File: config.mk
export PLATFORM = sky130hd
export DESIGN_NAME = cc_light_bar_flat
export DESIGN_NICKNAME = d
export VERILOG_FILES = /design/src/rtl/cc_light_bar_if.sv /design/src/rtl/cc_light_bar.sv /design/src/flat_wrapper.sv
export SDC_FILE = /design/constraint.sdc
export NUM_CORES = 1
export LEC_CHECK = 0
export CORE_ASPECT_RATIO = 0.8
export CORE_MARGIN = 4
export CORE_UTILIZATION = 49
export CTS_CLUSTER_SIZE = 12
export DETAILED_ROUTE_END_ITERATION = 12
export GPL_ROUTABILITY_DRIVEN = 0
export PLACE_DENSITY = 0.86
export SLEW_MARGIN = 20
export SYNTH_ARGS = -nofsm -noshare
export SYNTH_HDL_FRONTEND = slang
export SYNTH_SLANG_ARGS = --single-unit
File: constraint.sdc
create_clock -name clk -period 2 [get_ports clk]
set_clock_uncertainty 0.1 [all_clocks]
set_input_delay 0.6 -clock clk [delete_from_list [all_inputs] [get_ports clk]]
set_output_delay 0.6 -clock clk [all_outputs]
set_load 0.01 [all_outputs]
File: src/rtl/cc_light_bar_if.sv
// rtl/cc_light_bar_if.sv - play controls and bar outputs for the light-bar position counter
interface cc_light_bar_if #(
    parameter int N = 8
);
    localparam int PW = (N > 1) ? $clog2(N) : 1;

    logic          active;
    logic          over;
    logic          up;
    logic          down;
    logic [N-1:0]  lights;
    logic [PW-1:0] pos;
    logic          at_top;
    logic          at_bottom;
    logic          top_hit;
    logic [1:0]    state;

    modport master (
        output active, over, up, down,
        input  lights, pos, at_top, at_bottom, top_hit, state
    );

    modport slave (
        input  active, over, up, down,
        output lights, pos, at_top, at_bottom, top_hit, state
    );
endinterface

File: src/rtl/cc_light_bar.sv
// rtl/cc_light_bar.sv - stepped one-hot light bar; CC_LIGHT_BAR_GRAVITY_EN makes idle ticks fall toward 0
module cc_light_bar #(
    parameter int N     = 8,
    parameter int DIV_W = 7,
    parameter int START = 0
) (
    input  logic           clk,
    input  logic           reset,
    cc_light_bar_if.slave  bus
);
    localparam int            PW      = (N > 1) ? $clog2(N) : 1;
    localparam logic [PW-1:0] TOP     = PW'(N - 1);
    localparam logic [PW-1:0] START_P = PW'(START);

    typedef enum logic [1:0] {
        IDLE   = 2'd0,
        RUN    = 2'd1,
        FROZEN = 2'd2,
        BAD    = 2'd3
    } state_t;

    state_t           state_q, state_nxt;
    logic [PW-1:0]    pos_q, pos_nxt;
    logic [DIV_W-1:0] div_q, div_nxt;
    logic             hit_q, hit_nxt;

    always_ff @(posedge clk or negedge reset) begin
        if (!reset) begin
            state_q <= IDLE;
            pos_q   <= START_P;
            div_q   <= '0;
            hit_q   <= 1'b0;
        end else begin
            state_q <= state_nxt;
            pos_q   <= pos_nxt;
            div_q   <= div_nxt;
            hit_q   <= hit_nxt;
        end
    end

    always_comb begin
        state_nxt = state_q;
        pos_nxt   = pos_q;
        div_nxt   = div_q;
        hit_nxt   = 1'b0;
        // Dropping active returns to the idle position immediately, whatever else is requested.
        if (!bus.active) begin
            state_nxt = IDLE;
            pos_nxt   = START_P;
            div_nxt   = '0;
        end else begin
            case (state_q)
                IDLE: begin
                    pos_nxt   = START_P;
                    div_nxt   = '0;
                    state_nxt = bus.over ? FROZEN : RUN;
                end
                RUN: begin
                    if (bus.over) begin
                        state_nxt = FROZEN;
                    end else begin
                        div_nxt = div_q + 1'b1;
                        // A divider value of zero is the step tick; up/down are ignored otherwise.
                        if (div_q == '0) begin
                            if (bus.up && !bus.down) begin
                                if (pos_q != TOP) pos_nxt = pos_q + 1'b1;
                            end else if (bus.down && !bus.up) begin
                                if (pos_q != '0) pos_nxt = pos_q - 1'b1;
                            end
`ifdef CC_LIGHT_BAR_GRAVITY_EN
                            else if (!bus.up && !bus.down) begin
                                if (pos_q != '0) pos_nxt = pos_q - 1'b1;
                            end
`endif
                            hit_nxt = (pos_nxt == TOP) && (pos_q != TOP);
                        end
                    end
                end
                FROZEN: begin
                    if (!bus.over) state_nxt = RUN;
                end
                default: begin
                    state_nxt = IDLE;
                    pos_nxt   = START_P;
                    div_nxt   = '0;
                end
            endcase
        end
    end

    assign bus.lights    = {{(N-1){1'b0}}, 1'b1} << pos_q;
    assign bus.pos       = pos_q;
    assign bus.at_top    = (pos_q == TOP);
    assign bus.at_bottom = (pos_q == '0);
    assign bus.top_hit   = hit_q;
    assign bus.state     = state_q;
endmodule
File: src/flat_wrapper.sv
// flat-port wrapper written by rule: the top's interface ports become plain ports
module cc_light_bar_flat 
#(
    parameter int N     = 8,
    parameter int DIV_W = 7,
    parameter int START = 0
)
  (clk, reset, bus_active, bus_over, bus_up, bus_down, bus_lights, bus_pos, bus_at_top, bus_at_bottom, bus_top_hit, bus_state);
  cc_light_bar_if #(.N(N)) bus_i ();
  input  logic clk;
  input  logic reset;
  input wire logic [$bits(bus_i.active)-1:0] bus_active;
  input wire logic [$bits(bus_i.over)-1:0] bus_over;
  input wire logic [$bits(bus_i.up)-1:0] bus_up;
  input wire logic [$bits(bus_i.down)-1:0] bus_down;
  output wire logic [$bits(bus_i.lights)-1:0] bus_lights;
  output wire logic [$bits(bus_i.pos)-1:0] bus_pos;
  output wire logic [$bits(bus_i.at_top)-1:0] bus_at_top;
  output wire logic [$bits(bus_i.at_bottom)-1:0] bus_at_bottom;
  output wire logic [$bits(bus_i.top_hit)-1:0] bus_top_hit;
  output wire logic [$bits(bus_i.state)-1:0] bus_state;
  assign bus_i.active = bus_active;
  assign bus_i.over = bus_over;
  assign bus_i.up = bus_up;
  assign bus_i.down = bus_down;
  assign bus_lights = bus_i.lights;
  assign bus_pos = bus_i.pos;
  assign bus_at_top = bus_i.at_top;
  assign bus_at_bottom = bus_i.at_bottom;
  assign bus_top_hit = bus_i.top_hit;
  assign bus_state = bus_i.state;
  cc_light_bar #(.N(N), .DIV_W(DIV_W), .START(START)) u_core (.clk(clk), .reset(reset), .bus(bus_i));
endmodule
==> flow_summary.toml <==
[outcome]
status = "finished with violations"
failed_checks = "negative setup slack"

[setup_path]
worstSetupEndpointType = "output port"
timing.critical_path.fanout_max = 4
worstSetupStartpointType = "flip-flop"
timing.critical_path.slowest_cell_delay_ns = 0.45
cell_occurring_most_often_along_the_worst_timing_path = "buf_6"
worst_path_max_delay_cell = "dfrtp_2"
worstPathArrival_ns = 1.33
crit_required_ns = 1.30
timing_worst_setup_path_type = "flip-flop to output port"
cp_cell_sequence = "buf_6 > inv_8 > ha_4 > and2_4 > buf_6"

[synthesis]
postSynthAreaPerCell_um2 = 9.29
asyncSetResetFlopFracSynth_pct = 100
synthesis.nets = 116
synth.cell_area_um2 = 947
synth_cell_types = 35
synth.yosys.seq_area_share_pct = 34.3
yosys_register_bits = 13
synthFlopType = "dfrtp_1"
synth.yosys.warnings = 0
netlist_instances = 102
synth-edff-count = 0

[clock_tree]
cts_tree = "done"
max-clock-path-buffers = 2
clock_latency_reported_for_the_late_side_of_the_worst_skew_pair_ns = 0.29
cts.sink_count = 13
cts.root.buffer_cell = "clkbuf_4"
worst_setup_hold_path_clk_slew_ns = 0.09
cts_made_buffers = 3
ctsHtreeMaxLevel = 1

[sta]
transition_time_at_the_pin_with_the_least_slew_margin_ns = 0.375
timing.final.crit_period_ns = 2.03
grt_setup_unrepaired = "true"
clock.fmax_ghz = 0.492
final.setup.worst_slack_ns = -0.0307
layout_worst_path_cycle_share_pct = 102
slew_headroom_pct = 74.7
timing_hold_violations_final = 0
final_setup_violation_count = 6
slew_violations = 0

[grt]
grt_start_max_net_pins = 14
grt_usage_pct = 21.4
overflow = 0
via_count_of_the_first_global_routing_pass = 895
number_of_antenna_violations_at_the_first_check_in_global_routing = 0
grt_first_pass_wirelength_mm = 4.27

[flow_run]
timing.max_cap.violations = 0

[power_and_ir_drop]
p_total_uw = 524
static-leakage-power_nw = 0.656
vdd_ir_drop_max_uv = 426
power.density_mw_per_mm2 = 367

[floorplanning]
floorplan.rows = 13
start_util_pct = 54.9
die_area_mm2 = 0.00270
fp.dieH_um = 47.3
top_level_ports = 22
std_cell_core_area_mm2 = 0.00172
die_width_um = 57.2

[cells_and_area]
area.sequential_um2 = 330
antenna_cells = 0
filler_cells = 91
final_nets = 160
area_used_by_multi_input_combinational_logic_um2 = 644
area_delta_synth_final_pct = 50.7
mostFrequentLayoutCells = "17 x buf_4, 10 x buf_6, 9 x dfrtp_1, 7 x nor2b_1"
mostFrequentLayoutCell = "buf_4"
drive_above_1_share_pct = 37.2
post_layout_nonfiller_instances = 167

[min_path]
worst_hold_path_type = "flip-flop to flip-flop"

[detailed_routing]
wire_per_inst_um = 16.7
vias = 985
first_iter_violations = 43
detail_route.vias_per_cell = 5.90
drt_drc_violations_left = 0
drtPass1Iterations = 4
routed_wl_mm = 2.79
postRouteAntennaNets = 0

[place]
place.detailed.instances = 158
quantity_of_i_o_buffers_inserted_on_ports = 21
detailed_place_hpwl_mm = 1.90
-- sequential cells by signal, indices dropped and copies added, names as in the netlist --
signal              flops
u_core.bus.pos          3
u_core.div_q            7
u_core.bus.top_hit      1
u_core.bus.state        2
-- worst paths after layout --
path,from,to,slack [ns],cells after the start
setup / recovery,u_core.bus.pos[0],bus_lights[4],-0.03,5
hold / removal,u_core.div_q[6],u_core.div_q[6],0.47,2
setup reg to reg,u_core.bus.pos[0],u_core.bus.pos[1],0.10,7
hold reg to reg,u_core.div_q[6],u_core.div_q[6],0.47,2
max in group asynchronous,reset,u_core.bus.pos[1],1.09,2
min in group asynchronous,reset,u_core.bus.state[0],0.51,2
-- synthesized netlist by cell type, types with 2 or more instances --
master / instances / area [µm²]
a21oi_1: 5 / 25.0
a22o_1: 3 / 26.3
a22oi_1: 2 / 15.0
and2_1: 4 / 25.0
and3_1: 2 / 12.5
and4_1: 4 / 35.0
buf_4: 2 / 15.0
dfrtp_1: 13 / 325
ha_1: 8 / 100
inv_1: 5 / 18.8
nand2_1: 6 / 22.5
nand2b_1: 4 / 25.0
nand3_1: 2 / 10.0
nand3b_1: 4 / 30.0
nor2_1: 2 / 7.51
nor2b_1: 8 / 50.1
o21ai_0: 6 / 30.0
or3_1: 4 / 25.0
xnor2_1: 2 / 17.5
-- critical path, delay by kind of cell, from the launching register on --
kind	cells	cell delay [ns]
flops	1	0.45
buf+inv	3	0.29
fa+ha+maj	1	0.16
simple gates	1	0.15
-- area by class of cell --
type	instances	share of cell area, %
repair buffers	42	25.8
inverters	5	2.19
well taps	22	1.93
flip-flops and latches	13	23.1
clock buffers	4	1.84
multi-input cells	81	45.1
-- stage by stage --
stage / utilization (%) / cell area (µm²) / setup TNS, ns / worst slack (ns) / hold slack, ns
global placement: 74.6 / 1290 / -1.47 / -0.132 / 0.450
finish: 82.8 / 1430 / -0.0947 / -0.0307 / 0.466
CTS: 78.7 / 1360 / -0.166 / -0.0389 / 0.463
detailed placement: 74.6 / 1290 / -2.54 / -0.240 / 0.451
floorplan: - / 947 / 0 / 0.149 / 0.204
global route: 82.8 / 1430 / -0.702 / -0.0914 / 0.512
-- cells by family (layout without fill, tap and decap cells) --
family | Yosys count | after routing | synth area share [%]
and+or+nand+nor | 45 | 45 | 29.7
buffers and inverters | 8 | 51 | 3.96
xor gates and xnor gates | 2 | 2 | 1.85
DFF | 13 | 13 | 34.3
adders and majority gates | 8 | 8 | 10.6
AOI/OAI and AO/OA | 26 | 26 | 19.6
-- timing repair --
item	in CTS	in global routing
setup buffers	4	1
hold buffers	0	0
pin swaps	1	2
endpoints found under the setup margin	14	11
gates resized for setup	62	17
-- layer usage --
metal | track usage [%] | wire length (µm)
met1 | 29.1 | 1130
met2 | 35.5 | 1320
met3 | 6.04 | 271
met4 | 2.78 | 66
met5 | 0 | 0
-- report_power, final --
group	internal, mW	switching [mW]
sequential	0.266	0.00493
combinational	0.0441	0.0417
clock	0.0775	0.0900
total	0.388	0.137
Note: power is estimated with default switching activity, not from simulation.
